### src/rtl/spike_fifo.sv
// Spike address FIFO between the LIF update engine and the spike output stage.
// Registered read data, sticky over/underflow flags and a saturating drop counter.
module spike_fifo #(
  parameter int M      = 8,
  parameter int DEPTH  = 16,
  parameter int DROP_W = 8
) (
  input  logic                       CLK,
  input  logic                       RSTN,
  input  logic                       clr_i,
  input  logic                       w_en_i,
  input  logic [M-1:0]               w_data_i,
  output logic                       full_o,
  input  logic                       r_en_i,
  output logic [M-1:0]               r_data_o,
  output logic                       empty_o,
  output logic [$clog2(DEPTH+1)-1:0] count_o,
  output logic                       overflow_o,
  output logic                       underflow_o,
  output logic [DROP_W-1:0]          drop_cnt_o
);

  localparam int PW = $clog2(DEPTH);
  localparam int CW = $clog2(DEPTH+1);

  // Handshake: w_en_i/r_en_i are requests with no ready return. A write is taken
  // when not full or when a read is taken in the same cycle; a read is taken when
  // not empty and its data appears on r_data_o one cycle later. Refused requests
  // only raise the sticky flags (and, for writes, the drop counter).

  logic [M-1:0]  mem [DEPTH];
  logic [PW-1:0] wr_ptr, rd_ptr;
  logic [CW-1:0] count;
  logic          rd_acc, wr_acc, wr_drop;

  assign full_o  = (count == CW'(DEPTH));
  assign empty_o = (count == '0);
  assign count_o = count;

  assign rd_acc  = r_en_i && !empty_o;
  assign wr_acc  = w_en_i && (!full_o || rd_acc);
  assign wr_drop = w_en_i && !wr_acc;

  // Storage is deliberately left out of reset.
  always_ff @(posedge CLK) begin
    if (wr_acc && !clr_i) mem[wr_ptr] <= w_data_i;
  end

  always_ff @(posedge CLK or negedge RSTN) begin
    if (!RSTN) begin
      wr_ptr      <= '0;
      rd_ptr      <= '0;
      count       <= '0;
      r_data_o    <= '0;
      overflow_o  <= 1'b0;
      underflow_o <= 1'b0;
      drop_cnt_o  <= '0;
    end else if (clr_i) begin
      wr_ptr      <= '0;
      rd_ptr      <= '0;
      count       <= '0;
      overflow_o  <= 1'b0;
      underflow_o <= 1'b0;
      drop_cnt_o  <= '0;
    end else begin
      if (wr_acc) wr_ptr <= wr_ptr + 1'b1;
      if (rd_acc) begin
        rd_ptr   <= rd_ptr + 1'b1;
        r_data_o <= mem[rd_ptr];
      end
      if (wr_acc && !rd_acc)      count <= count + 1'b1;
      else if (rd_acc && !wr_acc) count <= count - 1'b1;
      if (r_en_i && empty_o) underflow_o <= 1'b1;
      if (wr_drop) begin
        overflow_o <= 1'b1;
        if (drop_cnt_o != {DROP_W{1'b1}}) drop_cnt_o <= drop_cnt_o + 1'b1;
      end
    end
  end

endmodule

### config.mk
export PLATFORM = sky130hd
export DESIGN_NAME = spike_fifo
export DESIGN_NICKNAME = d
export VERILOG_FILES = /design/src/rtl/spike_fifo.sv
export SDC_FILE = /design/constraint.sdc
export NUM_CORES = 1
export LEC_CHECK = 0
export ABC_AREA = 1
export ABC_CLOCK_PERIOD_IN_PS = 2000
export BUFFER_PORTS_ARGS = -buffer_cell sky130_fd_sc_hd__buf_2
export CORE_UTILIZATION = 55
export DETAILED_ROUTE_END_ITERATION = 8
export PLACE_DENSITY = 0.76
export SLEW_MARGIN = 30
export SYNTH_ARGS = -nofsm -noshare
export SYNTH_HDL_FRONTEND = slang
export SYNTH_SLANG_ARGS = --single-unit
### constraint.sdc
create_clock -name CLK -period 2 [get_ports CLK]
set_input_delay 0.4 -clock CLK [delete_from_list [all_inputs] [get_ports CLK]]
set_output_delay 0.4 -clock CLK [all_outputs]
set_load 0.02 [all_outputs]
==> impl_summary.md, run 1 <==
Die
The standard cell core area is 0.01272 mm2. The area enclosed by the die boundary is 0.01365 mm2. The initial utilization of the core area, before any placement, comes to 57.02%. The floorplan step set the die width to 116.8 um. Pin placement for this block handled 38 I/O pins.

In this run the core area contains 41 standard-cell rows. The die span in y is 116.8 um.

Final layout
The filler cell count is 1012. The final layout net count is 830. The layout overhead on the synthesized area is 15.63%.

The share of final-layout standard cells stronger than drive strength 1 is 15.91%. The count of antenna diodes in the layout is 0.

Synthesis
The synthesized netlist devotes 0.7244% of its cell area to XOR and XNOR gates. The mapped netlist covers 0.007254 mm2. Counting every net in the synthesized netlist gives 761.

The fraction of the yosys area taken by sequential cells is 63.68%. Summing the areas of all and, or, nand and nor instances in the mapped netlist gives 25.80% of the synthesized area. The number of enable-type register cells in the synthesized netlist is 128. The leading register cell type out of synthesis is sky130_fd_sc_hd__edfxtp_1.

The average size of a mapped cell is 9.843 um2. For this run, asynchronously set or reset flops after synthesis account for 19.50%. After synthesis, the largest family of logic cells by area is simple AND/OR/NAND/NOR gates.

The count of distinct cell types in the synthesized netlist is 28. Synthesis produced a netlist whose cell count is 737. Yosys printed 0 warnings. The post-synthesis compound-gate area fraction is 1.138%. After synthesis the netlist holds a flip-flop and latch count of 159. The mux cell area share after synthesis is 0%. After Yosys synthesis, full adders, half adders and majority gates account for 2.001% of the synthesized area.

Pwr
The switching share of power is 32.80%. The sequential group share of total power is 40.3%. For this design the total switching power over the nets is 0.003165 W. The clock network power share is 30.7%. Combinational logic is responsible for 29.1% of the overall power.

The power per cell area is 1150 mW/mm2. The internal power summed over all cells is 0.006484 W. The peak supply drop is 871.0 uV. In this run the static leakage power is 3.782 nW.

Clock network
The clock insertion delay at the later pin of the skew report is 420 ps. The total clock buffers created by CTS is 17. The CTS tree is done. For this design, the CTS-stage hold fixing added 0 buffers. The clock passes through at most 2 buffers. The clock transition at the registers of the reported paths is 60 ps. The H-tree depth is 4.

The tree is rooted in a sky130_fd_sc_hd__clkbuf_16. The total clock sinks is 159.

Outcome
The final reports fail on negative setup slack. The run finished, with violations left.

Timing
The final-report setup violation count is 1. Timing would allow up to 0.4981 GHz. The fraction of the cycle the final worst path needs is 100.4%.

Setup repair after global routing could not meet its margin everywhere. The smallest setup slack after layout is -7.717 ps. The count of final hold-check violations is 0. The worst slack on hold paths is 28.02 ps. The headroom to the max-slew limit is 52.83%. The largest clock skew in the final design is 7.580 ps. The final number of max-transition violations is 0. For the pin with the worst max-slew slack, the measured transition is 707.5 ps. Counting I/O delays and the setup requirement, the final critical path takes 2008 ps.

Route
Summed over all layers, the routed wires come to 16.58 mm. For this run, design rule violations remaining after detail routing come to 0. Dividing the detail-routed via count by the number of cells gives 5.353. In the final routed layout, each cell accounts on average for 16.76 um. The first detailed-routing pass took 7 iterations. The number of nets with antenna violations after detailed routing is 0. The count of routing violations after the opening detailed-route iteration is 508. The number of vias in the routed layout is 5294.

Placement
Prior to clock tree synthesis, the placed netlist has a worst setup slack of -57.42 ps. Buffers placed on the I/O ports in this run total 37. The global placer's final weighted congestion is 0.8841. Detailed placement finished with a half-perimeter wire length of 10.52 mm.

Setup path
On the critical path the largest part of the delay comes from simple AND/OR/NAND/NOR gates. Walking the worst path, the cells encountered are nor2_4 > buf_4 > nand3_2 > nand3_4 > ha_1 > nand3_2 > nand3_2 > nand2_1 > nand2_1 > nand3_1 > nand2_1 > nand2_1 > nand2_1. Data on the critical path is required at its endpoint by 2310 ps. The type of destination of the critical path is a flip-flop. The signal arrival time at the worst endpoint is 2320 ps. The largest single stage delay on the critical path is 430 ps.

Of all nets on the critical path, the largest fanout is 4. The buffers plus inverters on the worst setup path is 1. The path type of the worst setup path is reg -> reg. The cell seen most often among critical-path stages is sky130_fd_sc_hd__nand2_1.

Setup slack on the worst reg-to-reg path comes out at -8 ps. The worst setup path is launched from a flip-flop. Among all stages on the critical path, the largest delay is contributed by sky130_fd_sc_hd__dfrtp_2.

GRT
The number of global-route vias before repair is 5129. The first global-routing pass estimated 25.88 mm of wire. The initial antenna violation count is 0. Global routing used 26.40% of the available tracks across all layers. Summed over all layers, the global routing overflow is 0.

Entering global routing, the biggest net connects 35 pins.

Min path
The path class of the lowest-slack min-delay path is in -> async.

Job
The number of max-cap violations is 0.
## cells in the mapped netlist (2+ instances only)
cell                       instances  area, um2
sky130_fd_sc_hd__nor2_4            2      22.52
sky130_fd_sc_hd__nor3_1            3      15.01
sky130_fd_sc_hd__nand2_4           3      33.78
sky130_fd_sc_hd__nand4_1           2      12.51
sky130_fd_sc_hd__inv_1            79      296.5
sky130_fd_sc_hd__xor2_1            6      52.55
sky130_fd_sc_hd__a21oi_1           4      20.02
sky130_fd_sc_hd__a21oi_4           2      32.53
sky130_fd_sc_hd__buf_2            14      70.07
sky130_fd_sc_hd__dfrtp_1          31      775.7
sky130_fd_sc_hd__o21ai_0           5      25.02
sky130_fd_sc_hd__nor2_1           33      123.9
sky130_fd_sc_hd__nand3_2           5      50.05
sky130_fd_sc_hd__clkinv_1          3      11.26
sky130_fd_sc_hd__clkbuf_1          3      11.26
sky130_fd_sc_hd__ha_1             10      125.1
sky130_fd_sc_hd__edfxtp_1        128       3844
sky130_fd_sc_hd__inv_2             3      11.26
sky130_fd_sc_hd__nand2_2           2      12.51
sky130_fd_sc_hd__nand3_1         107      535.5
sky130_fd_sc_hd__buf_4             9      67.56
sky130_fd_sc_hd__nor2_2            2      12.51
sky130_fd_sc_hd__nand2_1         276       1036
## cells in the final DEF, fill, tap and decap left out, types with 3 or more instances in the layout
cell and n:
sky130_fd_sc_hd__xor2_1 6, sky130_fd_sc_hd__nand2_4 3, sky130_fd_sc_hd__dfrtp_2 5, sky130_fd_sc_hd__edfxtp_1 128, sky130_fd_sc_hd__inv_1 78, sky130_fd_sc_hd__o21ai_0 5, sky130_fd_sc_hd__dfrtp_1 26, sky130_fd_sc_hd__nor3_1 3
sky130_fd_sc_hd__nand3_1 105, sky130_fd_sc_hd__clkinv_1 9, sky130_fd_sc_hd__clkbuf_16 17, sky130_fd_sc_hd__a21oi_1 4, sky130_fd_sc_hd__nor2_1 33, sky130_fd_sc_hd__nand2_1 276, sky130_fd_sc_hd__buf_2 37, sky130_fd_sc_hd__nor2_4 3
sky130_fd_sc_hd__buf_4 40, sky130_fd_sc_hd__nand3_2 6, sky130_fd_sc_hd__inv_2 4, sky130_fd_sc_hd__ha_1 9
## path summary, 6_finish.rpt
check,startpoint,to,depth (start not counted)
max in group asynchronous,RSTN,count_o[0],1
setup reg to reg,count_o[2],count_o[4],13
setup / recovery,count_o[2],count_o[4],13
hold / removal,RSTN,drop_cnt_o[5],1
hold reg to reg,r_data_o[3],r_data_o[3],2
min in group CLK,clr_i,overflow_o,2
## what timing repair did
action                                 CTS  global route
buffers inserted                         2             7
resized for setup                        2             4
pin swaps                                0             9
endpoints found under the hold margin    0             0
setup endpoints to repair                1             2
## power by group through the flow
stage / registers, W / logic (W) / clock network (W)
detailed placement: 0.00395 / 0.00257 / 0
finish: 0.00388 / 0.00281 / 0.00296
global placement: 0.00394 / 0.00251 / 0
global route: 0.00390 / 0.00311 / 0.00313
CTS: 0.00388 / 0.00263 / 0.00299
floorplan: 0.00410 / 0.00165 / 0
## stage by stage
stage | total power (W) | utilization (%) | setup TNS [ps] | instances | instance area [um2]
6_report | 0.009650 | 65.93 | -7.717 | 989 | 8388
5_1_grt | 0.01014 | 65.93 | -149.8 | 989 | 8388
4_1_cts | 0.009507 | 65.38 | 0 | 982 | 8318
3_5_place_dp | 0.006520 | 60.96 | -57.42 | 950 | 7755
3_3_place_gp | 0.006449 | 60.96 | 0 | 950 | 7755
2_1_floorplan | 0.005759 | - | 0 | 737 | 7264
## registers in the layout, summed over array words and instances (netlist names)
signal,flops
wr_ptr,4
overflow_o,1
underflow_o,1
drop_cnt_o,8
rd_ptr,4
count_o,5
r_data_o,8
mem,128
## metal layers
layer | global-route usage (%) | part of all wire (%) | up-vias
li1 | - | - | 2527
met1 | 32.82 | 41 | 2524
met2 | 43.71 | 50 | 205
met3 | 6.179 | 5.6 | 38
met4 | 13.08 | 2.8 | 0
met5 | 0 | 0 | -
## cell type report
type,instances,area [um2],share of cell area (%)
Sequential cell,159,4626,55.15
Multi-Input combinational cell,465,2190,26.10
Timing Repair Buffer,78,505.5,6.026
Clock buffer,19,432.9,5.161
Inverter,85,319.1,3.804
Tap cell,172,215.2,2.566
Clock inverter,11,100.1,1.193
## cell families (layout without fill, tap and decap cells)
group,count (synthesis),count (layout)
fa+ha+maj,11,11
simple gates,436,436
xor+xnor,6,6
buf+inv,113,193
compound gates,12,12
flops,159,159
Note: power is estimated with default switching activity, not from simulation.
==> inputs of run 2 (changes only) <==
Settings changed: RECOVER_POWER from default to 25.
==> run 2 against run 1 <==
Net effect:
- the flow still finishes with violations (negative setup slack)
- clock power barely moved
- worst hold slack worse by 0.69 ps
- non-clock buffer count stayed put
- sequential cell count is the same
- sequential power hardly changed
- combinational power about the same
- die area unchanged
- critical path depth did not move
==> impl_summary.md, run 2 (synthesis gave the netlist of run 1 again) <==
Setup path
The worst reg2reg path endpoint is count_o[4]. The signal on the critical path passes through nor2_4 > buf_4 > nand3_2 > nand3_4 > ha_1 > nand3_2 > nand3_2 > nand2_1 > nand2_1 > nand3_1 > nand2_1 > nand2_1 > nand2_1. For the worst setup path, the data arrival time is 2320 ps. The longest individual stage delay on the worst path is 430 ps. For the worst setup path, the data required time is 2310 ps. The cell seen most often among critical-path stages is sky130_fd_sc_hd__nand2_1. STA classifies the critical path startpoint as a flip-flop. Together, buffers and inverters on the worst path number 1.

The number of cells on the worst reg-to-reg path is 13. The type of destination of the critical path is a flip-flop. The maximum fanout encountered on the critical timing path is 4. The cell with the largest stage delay on the worst path is sky130_fd_sc_hd__dfrtp_2.

The flop-to-flop setup slack is -7 ps. The path type of the worst setup path is reg -> reg. Broken down by cell family, the worst path's largest delay share belongs to simple AND/OR/NAND/NOR gates. The launching point of the worst reg2reg path is count_o[2].

Die
The number of core rows is 41. From left edge to right edge, the die measures 116.8 um. The die covers 0.01365 mm2. The total I/O pin count is 38. The die span in y is 116.8 um. The effective utilization at floorplan is 57.02%.

In this run the standard cell core region covers 0.01272 mm2.

Outcome
The flow ran to the end, but the final reports show violations. The final reports fail on negative setup slack.

Timing
The count of final hold-check violations is 0. Across all hold checks on the routed design, the worst slack comes to 27.33 ps. The final critical path takes up 100.4% of the cycle. The headroom to the max-slew limit is 42.93%. Setup violations remaining at the end of the flow were counted as 1. The final number of max-transition violations came to 0. Once routing completed, OpenROAD measured the worst setup slack at -7.370 ps. Setup repair after global routing could not meet its margin everywhere. Derived from the worst setup path, the maximum achievable clock frequency is 0.4982 GHz. At the pin with the least slew margin, the transition time is 856.1 ps.

The post-route minimum period is 2007 ps. The largest clock skew in the final design is 8.915 ps.

Pwr
The clock network power share is 30.7%. VDD sags by at most 871.3 uV. The final total power is 0.009645 W. The sequential group share of total power is 40.3%.

The switching share of power is 32.78%. The analysis attributes to net switching a power of 0.003161 W. In this run the static leakage power is 3.766 nW. Of the total power, combinational logic draws 29.0%. The internal power summed over all cells is 0.006484 W. The power per cell area is 1151 mW/mm2.

Final layout
The register with the most flip-flops in the layout has 128 of them. The most common cell after layout, fill and taps aside is sky130_fd_sc_hd__nand2_1. The post-route cell area is 0.008381 mm2.

The top cell types in the final layout, fill and taps aside, are sky130_fd_sc_hd__nand2_1 (276), sky130_fd_sc_hd__edfxtp_1 (128), sky130_fd_sc_hd__nand3_1 (105), sky130_fd_sc_hd__inv_1 (78), sky130_fd_sc_hd__buf_4 (40). The register name with the most flops is mem. The filler cell count is 1012. The repair_antennas step left the layout with diodes totalling 0.

The layout overhead on the synthesized area is 15.52%. The final standard cell utilization of the core is 65.87%. The final layout net count is 830.

In the final layout, the registers with the most flip-flops are mem: 128 flops, drop_cnt_o: 8 flops, r_data_o: 8 flops. The post-route netlist has 15.18% of its cells at a drive strength greater than 1.

GRT
The first global-routing pass estimated 25.88 mm of wire. The routing usage on met1 is 32.82%. The number of global-route vias before repair is 5129.

In the global route stage, met3 resource usage came out at 6.179%. The initial antenna violation count came to 0. For this run, global-route usage on met2 was measured as 43.71%. The global router's overall resource usage is 26.40%.

The total overflow reported by the global router is 0. The maximum number of pins on one net before global-route repair is 35. The most used routing layer in global routing is met2.

Clock network
The clock insertion delay at the later pin of the skew report is 430 ps. In this run, CTS created clock tree buffers numbering 17. The H-tree depth is 4. Clock-pin slew was measured on the worst setup and hold paths at 60 ps. The clock passes through at most 2 buffers.

The root cell of the clock tree is sky130_fd_sc_hd__clkbuf_16. The CTS tree is done. CTS saw 159 sinks.

Job
The tool flagged a number of max-cap violations equal to 0.

Placement
Summing all placed instances gives a cell area of 0.007755 mm2. Port buffering added 37 buffers. The placed wire-length estimate after detailed placement is 10.52 mm. The congestion estimate from routability-driven global placement came to 0.8841.

Timing analysis after detailed placement gives a worst setup slack of -57.42 ps.

Route
The number of vias in the routed layout is 5299. After detailed routing, the total wire length is 16.56 mm. In the routed layout, each cell is associated on average with a via count of 5.358.

The routed wirelength normalized by instance count is 16.74 um. After detailed routing, the number of remaining DRC violations is 0. The detailed router finished its first iteration with 472 violations. In this run the remaining antenna-violating nets after routing total 0. The total iterations of the first detailed-routing run is 5.

Min path
The path class of the lowest-slack min-delay path is in -> async.
run 2: power groups by stage:
stage / logic (W) / clock network, W / registers (W)
finish: 0.00280 / 0.00296 / 0.00389
global route: 0.00311 / 0.00313 / 0.00390
CTS: 0.00263 / 0.00299 / 0.00388
detailed placement: 0.00257 / 0 / 0.00395
global placement: 0.00251 / 0 / 0.00394
floorplan: 0.00165 / 0 / 0.00410
run 2: per-stage QoR:
| step | TNS [ps] | instances |
|---|---|---|
| finish | -7.370 | 989 |
| global route | -149.8 | 989 |
| CTS | 0 | 982 |
| detailed placement | -57.42 | 950 |
| global placement | 0 | 950 |
| floorplan | 0 | 737 |
run 2: worst max path at each step:
stage | from | end | cells after the start
2_1_floorplan | count_o[1] | count_o[4] | 13
3_3_place_gp | count_o[3] | count_o[4] | 13
3_5_place_dp | count_o[3] | count_o[4] | 13
4_1_cts | count_o[2] | count_o[4] | 13
5_1_grt | count_o[2] | count_o[4] | 13
6_report | count_o[2] | count_o[4] | 13
run 2: cell type report:
type                       count  area (um2)  area share [%]
clock buffer                  19       432.9           5.166
timing repair buffer          78       498.0           5.942
sequential                   159        4626           55.20
multi-input combinational    465        2190           26.13
inverter                      85       319.1           3.807
tap                          172       215.2           2.568
clock inverter                11       100.1           1.194
run 2: timing repair:
action | CTS | global route
buffers inserted | 2 | 7
pin swaps | 0 | 9
gates resized for setup | 2 | 4
setup endpoints to repair | 1 | 2
hold buffers | 0 | 0
run 2: layer usage:
layer / share of wire, % / wire [um]
met1: 40 / 6600
met5: 0 / 0
met4: 3.0 / 495
met3: 7.5 / 1243
met2: 50 / 8216
